File: src/rtl/alu_seq.sv
// Sequential ALU. Logic, arithmetic and shift ops finish on the start edge.
// MUL (shift-add) and DIV (restoring) iterate one bit per clock.
module alu_seq #(
    parameter int W = 8
) (
    input  logic         clk,
    input  logic         reset,
    input  logic         start,
    input  logic [3:0]   op,
    input  logic [W-1:0] in_a,
    input  logic [W-1:0] in_acc,
    input  logic         ci,
    output logic         busy,
    output logic         done,
    output logic [W-1:0] acc,
    output logic [W-1:0] acc_hi,
    output logic         co,
    output logic         z,
    output logic         neg
);
    // state | meaning
    // IDLE  | accepts start; single-cycle ops and divide-by-zero complete here
    // ITER  | MUL/DIV in progress, one bit per clock, start ignored

    localparam int CW = (W > 1) ? $clog2(W) : 1;
    localparam logic [CW-1:0] LAST = CW'(W - 1);

    localparam logic [3:0] OP_ADD = 4'd0;
    localparam logic [3:0] OP_SUB = 4'd1;
    localparam logic [3:0] OP_AND = 4'd2;
    localparam logic [3:0] OP_OR  = 4'd3;
    localparam logic [3:0] OP_XOR = 4'd4;
    localparam logic [3:0] OP_SHL = 4'd5;
    localparam logic [3:0] OP_SHR = 4'd6;
    localparam logic [3:0] OP_ASR = 4'd7;
    localparam logic [3:0] OP_MUL = 4'd8;
    localparam logic [3:0] OP_DIV = 4'd9;

    typedef enum logic {IDLE, ITER} state_t;

    state_t        state;
    logic [CW-1:0] cnt;
    logic          is_div;
    logic [W-1:0]  opnd;
    logic [W-1:0]  work_hi;
    logic [W-1:0]  work_lo;

    logic [W:0]    alu_res;
    logic [W:0]    mul_sum;
    logic [W:0]    div_shift;
    logic [W:0]    div_diff;
    logic [W-1:0]  step_hi;
    logic [W-1:0]  step_lo;

    // Bit W of alu_res carries co for the single-cycle ops.
    always_comb begin
        alu_res = '0;
        case (op)
            OP_ADD:  alu_res = {1'b0, in_acc} + {1'b0, in_a} + {{W{1'b0}}, ci};
            OP_SUB:  alu_res = {1'b0, in_acc} + {1'b0, ~in_a} + {{W{1'b0}}, 1'b1};
            OP_AND:  alu_res = {1'b0, in_acc & in_a};
            OP_OR:   alu_res = {1'b0, in_acc | in_a};
            OP_XOR:  alu_res = {1'b0, in_acc ^ in_a};
            OP_SHL:  alu_res = {in_acc[W-1], in_acc[W-2:0], 1'b0};
            OP_SHR:  alu_res = {in_acc[0], 1'b0, in_acc[W-1:1]};
            OP_ASR:  alu_res = {in_acc[0], in_acc[W-1], in_acc[W-1:1]};
            default: alu_res = '0;
        endcase
    end

    // MUL: {work_hi,work_lo} holds partial product and remaining multiplier bits.
    // DIV: work_hi is the partial remainder, work_lo shifts dividend out / quotient in.
    always_comb begin
        step_hi   = work_hi;
        step_lo   = work_lo;
        mul_sum   = {1'b0, work_hi} + (work_lo[0] ? {1'b0, opnd} : {(W+1){1'b0}});
        div_shift = {work_hi, work_lo[W-1]};
        div_diff  = div_shift - {1'b0, opnd};
        if (is_div) begin
            if (div_diff[W]) begin
                step_hi = div_shift[W-1:0];
                step_lo = {work_lo[W-2:0], 1'b0};
            end else begin
                step_hi = div_diff[W-1:0];
                step_lo = {work_lo[W-2:0], 1'b1};
            end
        end else begin
            step_hi = mul_sum[W:1];
            step_lo = {mul_sum[0], work_lo[W-1:1]};
        end
    end

    always_ff @(posedge clk or negedge reset) begin
        if (!reset) begin
            state   <= IDLE;
            cnt     <= '0;
            is_div  <= 1'b0;
            opnd    <= '0;
            work_hi <= '0;
            work_lo <= '0;
            busy    <= 1'b0;
            done    <= 1'b0;
            acc     <= '0;
            acc_hi  <= '0;
            co      <= 1'b0;
            z       <= 1'b0;
            neg     <= 1'b0;
        end else begin
            done <= 1'b0;
            case (state)
                IDLE: begin
                    if (start) begin
                        case (op)
                            OP_ADD, OP_SUB, OP_AND, OP_OR,
                            OP_XOR, OP_SHL, OP_SHR, OP_ASR: begin
                                acc    <= alu_res[W-1:0];
                                acc_hi <= '0;
                                co     <= alu_res[W];
                                z      <= (alu_res[W-1:0] == '0);
                                neg    <= alu_res[W-1];
                                done   <= 1'b1;
                            end
                            OP_MUL: begin
                                is_div  <= 1'b0;
                                opnd    <= in_acc;
                                work_hi <= '0;
                                work_lo <= in_a;
                                cnt     <= '0;
                                busy    <= 1'b1;
                                state   <= ITER;
                            end
                            OP_DIV: begin
                                if (in_a == '0) begin
                                    acc    <= '1;
                                    acc_hi <= in_acc;
                                    co     <= 1'b1;
                                    z      <= 1'b0;
                                    neg    <= 1'b1;
                                    done   <= 1'b1;
                                end else begin
                                    is_div  <= 1'b1;
                                    opnd    <= in_a;
                                    work_hi <= '0;
                                    work_lo <= in_acc;
                                    cnt     <= '0;
                                    busy    <= 1'b1;
                                    state   <= ITER;
                                end
                            end
                            default: done <= 1'b1;
                        endcase
                    end
                end
                ITER: begin
                    work_hi <= step_hi;
                    work_lo <= step_lo;
                    cnt     <= cnt + CW'(1);
                    if (cnt == LAST) begin
                        acc    <= step_lo;
                        acc_hi <= step_hi;
                        co     <= 1'b0;
                        z      <= (step_lo == '0);
                        neg    <= step_lo[W-1];
                        done   <= 1'b1;
                        busy   <= 1'b0;
                        cnt    <= '0;
                        state  <= IDLE;
                    end
                end
                default: state <= IDLE;
            endcase
        end
    end

endmodule

File: config.mk
export PLATFORM = sky130hd
export DESIGN_NAME = alu_seq
export DESIGN_NICKNAME = d
export VERILOG_FILES = /design/src/rtl/alu_seq.sv
export SDC_FILE = /design/constraint.sdc
export NUM_CORES = 1
export LEC_CHECK = 0
export ABC_AREA = 1
export BUFFER_PORTS_ARGS = -buffer_cell sky130_fd_sc_hd__buf_4
export CELL_PAD_IN_SITES_DETAIL_PLACEMENT = 1
export CELL_PAD_IN_SITES_GLOBAL_PLACEMENT = 2
export CORE_ASPECT_RATIO = 1.2
export CORE_MARGIN = 2
export CORE_UTILIZATION = 30
export DETAILED_ROUTE_END_ITERATION = 12
export GPL_TIMING_DRIVEN = 0
export PLACE_DENSITY = 0.74
export SYNTH_ARGS = -nofsm -noshare
export SYNTH_HDL_FRONTEND = slang
export SYNTH_SLANG_ARGS = --single-unit
File: constraint.sdc
create_clock -name clk -period 2.5 [get_ports clk]
set_clock_uncertainty 0.1 [all_clocks]
set_input_delay 0.625 -clock clk [delete_from_list [all_inputs] [get_ports clk]]
set_output_delay 0.625 -clock clk [all_outputs]
set_load 0.1 [all_outputs]
== Yosys cells after proc, flatten, opt, wreduce, memory -nomap -nowiden ==
Cells that the tools add are included.

* Register bits: 50
* Bits of input ports: 24
* Output and inout bits: 21
* Word-level logic and storage cells: 112

* Add/sub/neg operators: 7
* Equal/unequal tests: 17
* Muxes and demuxes: 60
* Bitwise gates (word level): 5
* Reduce and logical (&&, ||, !) cells: 10

{| class="wikitable"
|+ Operators by type and width
! kind !! number
|-
| $pmux 8 s2 || 9
|-
| $mux 8 || 15
|-
| $pmux 9 s8 || 1
|-
| $add 8x8->9 || 3
|-
| $pmux 1 s2 || 13
|-
| $logic_not 8->1 || 3
|-
| $mux 1 || 17
|-
| $eq 4x3->1 const B || 4
|-
| $pmux 3 s2 || 2
|-
| $reduce_and 4->1 || 3
|-
| $add 9x1->9 || 1
|-
| $add 9x1->9 const B || 1
|-
| $mux 3 || 3
|-
| $sub 9x8->9 || 1
|-
| $and 8x8->8 || 1
|-
| $eq 4x2->1 const B || 2
|-
| $eq 4x4->1 const B || 2
|-
| $not 8->8 || 1
|-
| $or 8x8->8 || 1
|-
| $reduce_or 8->1 || 1
|-
| $xor 8x8->8 || 1
|-
| $ne 3x1->1 const B || 2
|-
| $ne 3x3->1 const B || 2
|-
| $eq 4x1->1 const B || 1
|-
| 8 further kinds || 9
|}

== Depth between registers and ports, before layout ==
Gate-level depths: netlist of the first run.

* Depth in word-level cells: 8
* Gate-level depth with buffers: 16
* Mapped depth without buffers: 16

== Least setup slack after synthesis of the first run ==
OpenSTA, ideal clock, no wires.

* Path type: input to register
* Start: in in_acc[0]
* End: reg z
* Setup time: 0.078 ns
* Arrival time: 2.098 ns
* Required time: 2.322 ns
* Slack: 0.224 ns
* Stages on the path: 15
* Path buffers: 0
* Cells stage by stage: inv_1 > ha_1 > inv_1 > fa_1 > inv_1 > nand2_1 > nand2_1 > nor2_1 > nor2_1 > nand2_1 > nor2_1 > nand3_1 > nor3_1 > nand3_1 > a21oi_1

* Cells in the longest elaborated chain, start to end: 7
* Elaborated cells on any way between the ends: 12
* Classes of those cells: 4 x add/sub; 4 x mux; 3 x bitwise; 1 x reduce/logical

{| class="wikitable"
|+ RTL lines
! what !! line !! source
|-
| from (decl) || 11 || <nowiki>input logic [W-1:0] in_acc,</nowiki>
|-
| $add 8x8->9, on equally long branches || 60, 59 ||
|-
| $add 9x1->9, on equally long branches || 60, 59 ||
|-
| $pmux 9 s8 (*) || 58 || <nowiki>case (op)</nowiki>
|-
| $logic_not 8->1 (*) || 119 || <nowiki>z <= (alu_res[W-1:0] == '0);</nowiki>
|-
| $pmux 1 s2 (*) || 113 || <nowiki>case (op)</nowiki>
|-
| $mux 1 (*) || 112 || <nowiki>if (start) begin</nowiki>
|-
| $pmux 1 s2 (*) || 110 || <nowiki>case (state)</nowiki>
|-
| to (signal assigned) || 119 ||
|-
| to (signal assigned) || 162 || <nowiki>z <= (step_lo == '0);</nowiki>
|-
| to (decl) || 18 || <nowiki>output logic z,</nowiki>
|}

Every way passes the cells marked *; elsewhere a longest branch is shown, timed or not. The select of a mux whose other input is x is not followed.
A chain may end at the register's enable or synchronous reset.

== Worst setup path in the final report of the first run ==
* Start: in in_a[3]
* End: reg acc[6]

* Cells in the longest elaborated chain, start to end: 7
* Elaborated cells on any way between the ends: 12
* Classes of those cells: 4 x add/sub; 1 x eq/ne; 4 x mux; 1 x bitwise; 2 x reduce/logical

{| class="wikitable"
|+ RTL lines
! what !! line !! source
|-
| from (decl) || 10 || <nowiki>input logic [W-1:0] in_a,</nowiki>
|-
| $not 8->8 || 60 || <nowiki>OP_SUB: alu_res = {1'b0, in_acc} + {1'b0, ~in_a} + {{W{1'b0}}, 1'b1};</nowiki>
|-
| $add 8x8->9 || 60 ||
|-
| $add 9x1->9 || 60 ||
|-
| $pmux 9 s8 || 58 ||
|-
| $pmux 8 s2 || 113 ||
|-
| $mux 8 || 112 ||
|-
| $pmux 8 s2 || 110 ||
|-
| to (signal assigned) || 116 || <nowiki>acc <= alu_res[W-1:0];</nowiki>
|-
| to (signal assigned) || 159 || <nowiki>acc <= step_lo;</nowiki>
|-
| to (decl) || 15 || <nowiki>output logic [W-1:0] acc,</nowiki>
|}

Several ways; a longest one is shown, not always the timed one. The select of a mux whose other input is x is not followed.

==> results.py, run 1 <==
metrics = {
    "yosys": {
        "synth_cell_types": 40,
        "yosys_warnings": 0,
        "ys_ff_latch": 49,
        "syn_inst": 723,
        "synth-seq-area-share_pct": 25.8,
        "syn_area_mm2": 0.00476,
        "avgSynthCellArea_um2": 6.58,
        "synthesis.nets": 796,
    },
    "timing": {
        "slew_headroom_pct": 50.7,
        "layout_worst_path_cycle_share_pct": 96.4,
        "hold_viol": 0,
        "setup-tns-final_ns": 0,
        "period_needed_ns": 2.41,
        "rsz0062_at_grt": "true",
        "finalSetupViolCount": 0,
        "worst_slew_pin_slew_ns": 0.737,
        "max_freq_mhz": 415,
        "drv_slew": 0,
    },
    "layout": {
        "final_core_utilization_pct": 36.4,
        "syn_to_final_growth_pct": 19.2,
        "layout_commonest_cell": "nand2_1",
        "fin_area_mm2": 0.00567,
        "antennaDiodeCount": 0,
        "nets": 852,
        "final_cell_mix": "nand2_1, inv_1, nand3_1",
        "fin_cells": 987,
        "drive_above_1_share_pct": 16.8,
    },
    "route": {
        "ant_nets": 0,
        "vias_per_cell": 4.98,
        "drc": 0,
        "post_drt_wl_per_cell_um": 17.9,
        "wl_mm": 17.7,
        "first_pass_iters": 4,
        "topRoutingLayerUsed": "met4",
        "wl_met3_um": 210,
        "wl_met1_mm": 7.20,
        "drt_iter0_drc": 169,
        "vias": 4915,
        "met2_length_mm": 9.75,
    },
    "pwr": {
        "power.total_w": 0.00756,
        "p_sw_share_pct": 57.3,
        "switchingPower_w": 0.00433,
        "pwr_density_cell_mw_per_mm2": 1330,
        "irDropWorstVdd_mv": 0.413,
        "p_leak_nw": 2.93,
        "seq_power_share_pct": 20.0,
        "power_frac_clock_pct": 9.1,
        "power.internal_w": 0.00323,
        "combPwrFrac_pct": 70.9,
    },
    "placed_design": {
        "place_area_mm2": 0.00535,
        "portBuffers": 44,
        "dp.cells": 975,
        "place.detailed.hpwl_mm": 14.7,
        "gp_congestion": 0.919,
    },
    "clock_tree": {
        "h-tree-depth": 2,
        "cts_buffers": 5,
        "clock_sinks": 49,
        "clkTransAtPathRegs_ns": 0.07,
        "ctsHoldBuffers": 0,
        "cts_tree": "done",
        "cts_buffer_depth": 2,
        "cts-root-buf": "clkbuf_16",
        "clock_latency_ns": 0.29,
    },
    "floorplan": {
        "fp.dieH_um": 142,
        "rows": 50,
        "fp.dieArea_mm2": 0.0169,
        "die_w_um": 119,
        "start_util_pct": 30.5,
        "io-pin-count": 45,
        "core_region_area_mm2": 0.0156,
    },
    "global_routing": {
        "grt_pass1_vias": 5394,
        "grt_max_degree": 50,
        "grtUsageTotal_pct": 21.8,
        "grt_pass1_wl_mm": 28.7,
        "antenna_found_initial": 0,
        "grt-ovfl-total": 0,
    },
    "worst_setup_path": {
        "path_class": "in -> reg",
        "worstPathRequired_ns": 2.63,
        "endpoint_kind": "register",
        "path_max_fanout": 10,
        "crit_slowest_cell": "ha_1",
        "cp.arrival_ns": 2.54,
        "max_stage_delay_ns": 0.32,
        "r2r_start": "work_lo[7]$_DFFE_PN0P_",
        "critPathLaunch": "in_a[3]",
        "critPathLaunchType": "input pin",
        "path_cells": "buf_4 > clkinvlp_4 > ha_1 > clkbuf_4 > nor2_1 > o21ai_1 > nand3_2 > nand2_2 > nand3_1 > nand3_2 > nor2_4 > o21ai_2 > nand2_1 > nand2_1",
    },
    "run": {
        "maxCapViolCount": 0,
    },
    "hold_path": {
        "hold_path_class": "in -> async",
    },
    "outcome": {
        "status": "finished clean",
    },
}
## through the flow
step,hold slack [ns],worst slack [ns]
after floorplan,0.229,0.224
after global placement,0.367,-0.401
after detailed placement,0.371,-0.406
after CTS,0.286,-0.00886
after global routing,0.316,-0.0194
final,0.252,0.0889
## per-layer routing
layer,up-vias,track usage (%)
met1,2388,24.5
met3,25,1.16
met2,57,42.9
li1,2445,-
met5,-,0
met4,0,8.15
## worst max-delay path: cells and delay by family
kind | cells | cell delay [ns]
and+or+nand+nor | 8 | 0.72
adders and majority gates | 1 | 0.32
AOI/OAI and AO/OA | 2 | 0.42
buffers and inverters | 3 | 0.46
## timing repair
item | CTS | global route
endpoints found under the hold margin | 0 | 0
gates resized for setup | 11 | 40
endpoints found under the setup margin | 22 | 22
setup buffers | 2 | 4
pin swaps | 2 | 8
## Yosys cell counts, drive strengths merged
| cell | instances | area, um2 |
|---|---|---|
| nor3 | 12 | 60.1 |
| nor2 | 54 | 221 |
| o221ai | 1 | 8.76 |
| ha | 44 | 551 |
| nor4 | 1 | 6.26 |
| o31ai | 1 | 7.51 |
| a22o | 1 | 8.76 |
| a21oi | 29 | 149 |
| buf | 15 | 91.3 |
| xor2 | 5 | 43.8 |
| o21bai | 4 | 30.0 |
| fa | 5 | 100 |
| or2 | 7 | 43.8 |
| o21ai | 65 | 329 |
| nand3b | 1 | 7.51 |
| dfrtp | 49 | 1230 |
| o22ai | 1 | 6.26 |
| a31oi | 5 | 31.3 |
| and2 | 1 | 6.26 |
| clkbuf | 9 | 33.8 |
| nand2 | 201 | 779 |
| nand3 | 69 | 350 |
| nand4 | 12 | 75.1 |
| o211ai | 16 | 140 |
| xnor2 | 3 | 26.3 |
| inv | 111 | 417 |
| a21boi | 1 | 7.51 |
## final timing paths
kind | cells past startpoint | to | slack [ns]
worst max-delay path | 14 | acc[6]$_DFFE_PN0P_ | 0.09
max in group asynchronous | 1 | work_lo[0]$_DFFE_PN0P_ | 1.59
worst min register to register | 2 | co$_DFFE_PN0P_ | 0.38
worst max register to register | 15 | work_hi[2]$_DFFE_PN0P_ | 0.14
min in group clk | 2 | co$_DFFE_PN0P_ | 0.38
worst min-delay path | 1 | cnt[0]$_DFFE_PN0P_ | 0.25
## sequential cells by signal, indices dropped and copies added (netlist names)
signal   count
work_lo      8
is_div       1
busy         1
acc_hi       8
work_hi      8
neg          1
state        1
opnd         8
cnt          3
co           1
done         1
z            1
acc          7
## cells by family after synthesis
logic type | after synthesis | share of synthesized area [%]
AO/OA/AOI/OAI | 124 | 15.1
XOR/XNOR | 8 | 1.47
adder cells (fa/ha/maj) | 49 | 13.7
buffers and inverters | 135 | 11.4
flip-flops | 49 | 25.8
AND/OR/NAND/NOR | 358 | 32.6
## power groups by stage
stage,sequential (W),clock [W],combinational (W)
6_report,0.00151,0.000688,0.00536
5_1_grt,0.00156,0.000744,0.00589
4_1_cts,0.00151,0.000707,0.00525
3_5_place_dp,0.00149,0,0.00513
3_3_place_gp,0.00148,0,0.00504
2_1_floorplan,0.00246,0,0.00274
## final cells by class
cell class,instances,area (um2)
buffer,23,133
clock buffer,7,143
fill,2011,9910
inverter,111,427
multi-input combinational,539,3100
sequential,49,1230
tap,208,260
timing repair buffer,50,375
Power figures use the tool's default switching activity.
==> run 2: changes to the inputs <==
--- a/config.mk
+++ b/config.mk
@@ -5,7 +5,6 @@
 export SDC_FILE = /design/constraint.sdc
 export NUM_CORES = 1
 export LEC_CHECK = 0
-export ABC_AREA = 1
 export BUFFER_PORTS_ARGS = -buffer_cell sky130_fd_sc_hd__buf_4
 export CELL_PAD_IN_SITES_DETAIL_PLACEMENT = 1
 export CELL_PAD_IN_SITES_GLOBAL_PLACEMENT = 2
@@ -14,7 +13,7 @@
 export CORE_UTILIZATION = 30
 export DETAILED_ROUTE_END_ITERATION = 12
 export GPL_TIMING_DRIVEN = 0
-export PLACE_DENSITY = 0.74
+export PLACE_DENSITY = 0.69
 export SYNTH_ARGS = -nofsm -noshare
 export SYNTH_HDL_FRONTEND = slang
 export SYNTH_SLANG_ARGS = --single-unit
==> run 2 against run 1 <==
  * The flow now finishes with violations (negative setup slack)
  * Sequential cell count did not move
  * First-iteration DRC count fell by 17%
  * Clock power barely moved
  * Worst setup slack got worse by 0.38 ns
  * Power rose by 4.8%
  * Critical path type is now reg -> reg
  * Largest cell class unchanged
  * Largest power group unchanged
==> results.py, run 2 <==
metrics = {
    "layout": {
        "syn_to_final_growth_pct": 27.8,
        "layout_commonest_cell": "nand2_1",
        "final_cell_mix": "nand2_1, buf_4, nor2_1",
        "fin_area_mm2": 0.00616,
        "drive_above_1_share_pct": 27.2,
        "antennaDiodeCount": 0,
        "fin_cells": 866,
        "nets": 731,
    },
    "yosys": {
        "yosys.area.top_type": "dfrtp_1",
        "synth-seq-area-share_pct": 25.4,
        "synth.area.top_cells": "dfrtp_1, ha_1, nand2_1, nor2_1, a21oi_1",
        "synth.cells.most_frequent": "nand2_1, nor2_1, dfrtp_1",
        "synth_edf_count": 0,
        "ys_ff_latch": 49,
        "syn_inst": 589,
        "yosys_warnings": 0,
        "synth_top_area_share_pct": 25.4,
        "synthesis.nets": 662,
        "avgSynthCellArea_um2": 8.19,
        "synth.most_common_cell": "nand2_1",
        "async_flop_share_pct": 100,
        "synth_cell_types": 76,
        "syn_area_mm2": 0.00482,
        "synth-main-ff-cell": "dfrtp_1",
    },
    "route": {
        "met2_length_mm": 9.84,
        "post_drt_wl_per_cell_um": 20.8,
        "wl_mm": 18.0,
        "vias_per_cell": 5.32,
        "wl_met1_mm": 7.45,
        "topRoutingLayerUsed": "met4",
        "ant_nets": 0,
        "vias": 4609,
        "first_pass_iters": 4,
        "wl_met3_um": 327,
        "drc": 0,
        "drt_iter0_drc": 141,
    },
    "pwr": {
        "combPwrFrac_pct": 71.7,
        "pwr_density_cell_mw_per_mm2": 1290,
        "seq_power_share_pct": 19.6,
        "switchingPower_w": 0.00424,
        "power_frac_clock_pct": 8.7,
        "p_sw_share_pct": 53.6,
        "power.internal_w": 0.00368,
        "irDropWorstVdd_mv": 0.460,
        "p_leak_nw": 2.68,
    },
    "placed_design": {
        "place_area_mm2": 0.00541,
        "portBuffers": 42,
        "gp_congestion": 0.850,
        "dp.cells": 839,
        "place.detailed.hpwl_mm": 14.1,
    },
    "worst_setup_path": {
        "endpoint_kind": "register",
        "r2r_end": "acc_hi[6]$_DFFE_PN0P_",
        "path_cells": "inv_2 > ha_4 > inv_2 > fa_2 > a211oi_4 > o21ai_2 > a31oi_2 > xnor2_2 > buf_6 > mux2i_4 > o22ai_2 > o22a_1",
        "cp_common_cell": "inv_2",
        "worstPathRequired_ns": 2.58,
        "path_max_fanout": 5,
        "cp.arrival_ns": 2.87,
        "r2r_start": "work_lo[7]$_DFFE_PN0P_",
        "reg2regPathDepth": 12,
        "critPathLaunchType": "register",
        "reg2reg_setup_slack_ns": -0.29,
        "max_stage_delay_ns": 0.44,
        "crit_slowest_cell": "dfrtp_2",
        "critPathLaunch": "work_lo[7]$_DFFE_PN0P_",
        "cp_top_family": "compound AO/OA/AOI/OAI gates",
        "cp_num_buf_inv": 3,
        "path_class": "reg -> reg",
    },
    "clock_tree": {
        "clock_sinks": 49,
        "cts_buffer_depth": 2,
        "clock_latency_ns": 0.30,
        "cts-root-buf": "clkbuf_16",
        "h-tree-depth": 2,
        "cts_buffers": 5,
        "clkTransAtPathRegs_ns": 0.07,
        "ctsHoldBuffers": 0,
        "cts_tree": "done",
    },
    "timing": {
        "setup-tns-final_ns": -4.39,
        "hold_viol": 0,
        "period_needed_ns": 2.79,
        "worst_slew_pin_slew_ns": 0.675,
        "layout_worst_path_cycle_share_pct": 112,
        "max_freq_mhz": 359,
        "drv_slew": 0,
        "slew_headroom_pct": 55.0,
        "finalSetupViolCount": 20,
        "fin_ws_ns": -0.288,
        "rsz0062_at_grt": "true",
    },
    "floorplan": {
        "fp.dieH_um": 143,
        "rows": 50,
        "core_region_area_mm2": 0.0157,
        "start_util_pct": 30.7,
        "fp.dieArea_mm2": 0.0171,
        "die_w_um": 120,
        "io-pin-count": 45,
    },
    "outcome": {
        "violations": "negative setup slack",
        "status": "finished, violations left",
    },
    "global_routing": {
        "grt_pass1_vias": 4916,
        "grt-ovfl-total": 0,
        "grtUsageTotal_pct": 21.4,
        "grt_max_degree": 50,
        "grt_pass1_wl_mm": 28.2,
        "antenna_found_initial": 0,
    },
    "hold_path": {
        "hold_path_class": "in -> async",
    },
    "run": {
        "maxCapViolCount": 0,
    },
}
## run 2: power by group through the flow
stage / logic [W] / registers (W) / clock network, W
floorplan: 0.00268 / 0.00254 / 0
global placement: 0.00490 / 0.00151 / 0
detailed placement: 0.00499 / 0.00152 / 0
CTS: 0.00535 / 0.00154 / 0.000703
global route: 0.00611 / 0.00161 / 0.000725
finish: 0.00568 / 0.00155 / 0.000690
## run 2: cell type report
cell class / count / area, um2
buffer: 35 / 220
clock buffer: 7 / 143
fill: 1853 / 9540
inverter: 35 / 149
multi-input combinational: 465 / 3580
sequential: 49 / 1230
tap: 208 / 260
timing repair buffer: 67 / 588
## run 2: cell families (layout without fill, tap and decap cells)
| logic type | after synthesis | count (layout) | share of synthesized area, % |
|---|---|---|---|
| compound gates | 174 | 174 | 24.2 |
| xor+xnor | 18 | 18 | 3.42 |
| simple gates | 201 | 201 | 21.0 |
| buf+inv | 75 | 144 | 7.49 |
| fa+ha+maj | 49 | 49 | 13.5 |
| mux | 23 | 23 | 4.93 |
| flops | 49 | 49 | 25.4 |
## run 2: repair_timing
item,CTS,global route
pin swaps,28,27
setup buffers,16,8
resized for setup,62,36
endpoints found under the setup margin,26,30
gates cloned,1,0
hold endpoints to repair,0,0
## run 2: per-layer routing
metal | vias up | global-route usage, %
li1 | 2221 | -
met2 | 83 | 41.4
met5 | - | 0
met3 | 22 | 1.08
met1 | 2283 | 24.9
met4 | 0 | 7.06
## run 2: stage by stage
stage	util [%]	hold WS (ns)	total power, W	setup WS [ns]
detailed placement	34.5	0.368	0.00651	-0.718
global placement	34.5	0.364	0.00641	-0.647
finish	39.3	0.241	0.00792	-0.288
global route	39.3	0.303	0.00844	-0.424
floorplan	-	0.229	0.00523	-0.00494
CTS	37.8	0.275	0.00759	-0.418
## run 2: how the worst max path moves through the flow
stage | endpoint | slack [ns] | cells after the start
after global routing | acc_hi[5]$_DFFE_PN0P_ | -0.42 | 12
after detailed placement | neg$_DFFE_PN0P_ | -0.72 | 10
after CTS | acc_hi[6]$_DFFE_PN0P_ | -0.42 | 12
after floorplan | acc[6]$_DFFE_PN0P_ | -0.005 | 10
after global placement | acc[6]$_DFFE_PN0P_ | -0.65 | 11
final | acc_hi[6]$_DFFE_PN0P_ | -0.29 | 12
==> run 3: changes to the inputs <==
--- a/config.mk
+++ b/config.mk
@@ -10,10 +10,10 @@
 export CELL_PAD_IN_SITES_GLOBAL_PLACEMENT = 2
 export CORE_ASPECT_RATIO = 1.2
 export CORE_MARGIN = 2
-export CORE_UTILIZATION = 30
+export CORE_UTILIZATION = 37
 export DETAILED_ROUTE_END_ITERATION = 12
 export GPL_TIMING_DRIVEN = 0
-export PLACE_DENSITY = 0.69
+export PLACE_DENSITY = 0.94
 export SYNTH_ARGS = -nofsm -noshare
 export SYNTH_HDL_FRONTEND = slang
 export SYNTH_SLANG_ARGS = --single-unit
==> run 3 against run 2 <==
  * The flow still finishes with violations (negative setup slack)
  * Final cell count shrank 4.6%
  * Critical endpoint unchanged
  * Maximum frequency shrank 0.18%
  * Non-clock buffer count grew 4
  * Global-route usage grew 4.7 points
  * Sequential power is essentially flat
  * Clock power is essentially flat
  * Combinational power grew 1%
  * Count of clock-buffer cells in the layout is the same
  * Utilization grew 9.1 points
  * Sequential cell count is the same
  * Die area shrank 18%
  * Largest power group unchanged
  * Sequential share of layout area grew 0.12 points
==> results.py, run 3 (synthesized netlist as in run 2, its figures left out) <==
metrics = {
    "floorplan": {
        "fp.dieH_um": 129,
        "io-pin-count": 45,
        "die_w_um": 108,
        "rows": 45,
        "start_util_pct": 38.1,
        "core_region_area_mm2": 0.0127,
        "fp.dieArea_mm2": 0.0140,
    },
    "global_routing": {
        "grt_max_degree": 50,
        "grtUsageTotal_pct": 26.0,
        "grt_pass1_vias": 5211,
        "grt_pass1_wl_mm": 28.0,
        "antenna_found_initial": 0,
        "grt-ovfl-total": 0,
    },
    "placed_design": {
        "portBuffers": 42,
        "place.detailed.hpwl_mm": 13.1,
        "pre_cts_slack_ns": -0.661,
        "gp_congestion": 0.902,
        "place_area_mm2": 0.00536,
    },
    "layout": {
        "fin_area_mm2": 0.00613,
        "final_core_utilization_pct": 48.4,
        "final_cell_mix": "buf_4, nand2_1, nor2_1",
        "layout_commonest_cell": "buf_4",
        "drive_above_1_share_pct": 27.6,
        "nets": 735,
        "antennaDiodeCount": 0,
        "syn_to_final_growth_pct": 27.0,
    },
    "clock_tree": {
        "ctsHoldBuffers": 0,
        "clock_sinks": 49,
        "h-tree-depth": 2,
        "cts_buffer_depth": 2,
        "cts_tree": "done",
        "cts-root-buf": "clkbuf_16",
        "clock_latency_ns": 0.30,
        "clkTransAtPathRegs_ns": 0.06,
        "cts_buffers": 5,
    },
    "route": {
        "drt_iter0_drc": 190,
        "vias": 4742,
        "first_pass_iters": 5,
        "ant_nets": 0,
        "drc": 0,
        "post_drt_wl_per_cell_um": 21.4,
        "wl_mm": 17.7,
        "vias_per_cell": 5.74,
    },
    "timing": {
        "whs_ns": 0.240,
        "drv_slew": 0,
        "rsz0062_at_grt": "true",
        "finalSetupViolCount": 19,
        "worst_slew_pin_slew_ns": 0.654,
        "period_needed_ns": 2.79,
        "max_freq_mhz": 358,
        "fin_ws_ns": -0.293,
        "hold_viol": 0,
        "slew_headroom_pct": 56.4,
        "layout_worst_path_cycle_share_pct": 112,
    },
    "worst_setup_path": {
        "critPathLaunch": "work_lo[7]$_DFFE_PN0P_",
        "cp.arrival_ns": 2.88,
        "path_max_fanout": 5,
        "reg2reg_setup_slack_ns": -0.29,
        "worstPathRequired_ns": 2.58,
        "cp-endpoint": "acc_hi[6]$_DFFE_PN0P_",
        "critPathLaunchType": "register",
        "reg2regPathDepth": 12,
        "path_class": "reg -> reg",
        "endpoint_kind": "register",
        "r2r_end": "acc_hi[6]$_DFFE_PN0P_",
        "r2r_start": "work_lo[7]$_DFFE_PN0P_",
    },
    "pwr": {
        "p_leak_nw": 2.70,
        "pwr_density_cell_mw_per_mm2": 1310,
        "irDropWorstVdd_mv": 1.10,
    },
    "outcome": {
        "status": "finished, violations left",
        "violations": "negative setup slack",
    },
    "run": {
        "maxCapViolCount": 0,
    },
    "hold_path": {
        "hold_path_class": "in -> async",
    },
}
[run 3: worst max-delay path: stages (launching register included)]
cell and delay (ns):
dfrtp_2 0.43, inv_2 0.09, ha_4 0.14, inv_2 0.03, fa_2 0.36, a211oi_4 0.29
o21ai_2 0.10, a31oi_2 0.19, xnor2_2 0.19, buf_6 0.20, mux2i_4 0.24, o22ai_2 0.11
o22a_1 0.20
[run 3: through the flow]
stage | power (W) | TNS (ns) | instances
3_5_place_dp | 0.00648 | -12.98 | 795
4_1_cts | 0.00789 | -6.10 | 822
6_report | 0.00801 | -3.89 | 826
2_1_floorplan | 0.00523 | -0.00494 | 589
5_1_grt | 0.00850 | -5.77 | 826
3_3_place_gp | 0.00629 | -10.01 | 795
[run 3: where the power goes]
part	switching [W]	total [W]	internal [W]	leakage (nW)
registers	0.000376	0.00156	0.00118	0.597
clock network	0.000298	0.000691	0.000394	0.0700
logic	0.00362	0.00576	0.00214	2.03
total	0.00429	0.00801	0.00372	2.70
[run 3: final cells by class]
type | count | area [um2]
Tap cell | 164 | 205
Fill cell | 1541 | 6540
Clock buffer | 7 | 143
Buffer | 35 | 216
Sequential cell | 49 | 1230
Multi-Input combinational cell | 465 | 3580
Timing Repair Buffer | 71 | 614
Inverter | 35 | 139
[run 3: metal layers]
| metal | share of wire, % | GRT usage, % |
|---|---|---|
| met3 | 3.0 | 2.52 |
| met5 | 0 | 0 |
| met2 | 54 | 48.5 |
| met4 | 3.9 | 12.9 |
| met1 | 39 | 29.4 |
[run 3: worst min path at each step]
stage	startpoint	end	slack [ns]	cells past startpoint
3_5_place_dp	acc[4]$_DFFE_PN0P_	acc[4]$_DFFE_PN0P_	0.37	1
5_1_grt	reset	acc[1]$_DFFE_PN0P_	0.30	1
3_3_place_gp	acc[4]$_DFFE_PN0P_	acc[4]$_DFFE_PN0P_	0.37	1
6_report	reset	acc[3]$_DFFE_PN0P_	0.24	1
4_1_cts	reset	acc[3]$_DFFE_PN0P_	0.28	1
2_1_floorplan	reset	acc[0]$_DFFE_PN0P_	0.23	0
[run 3: timing repair]
item	4_1_cts	5_1_grt
endpoints found under the setup margin	25	35
resized for setup	71	24
gates cloned	1	0
pin swaps	35	23
setup buffers	22	7
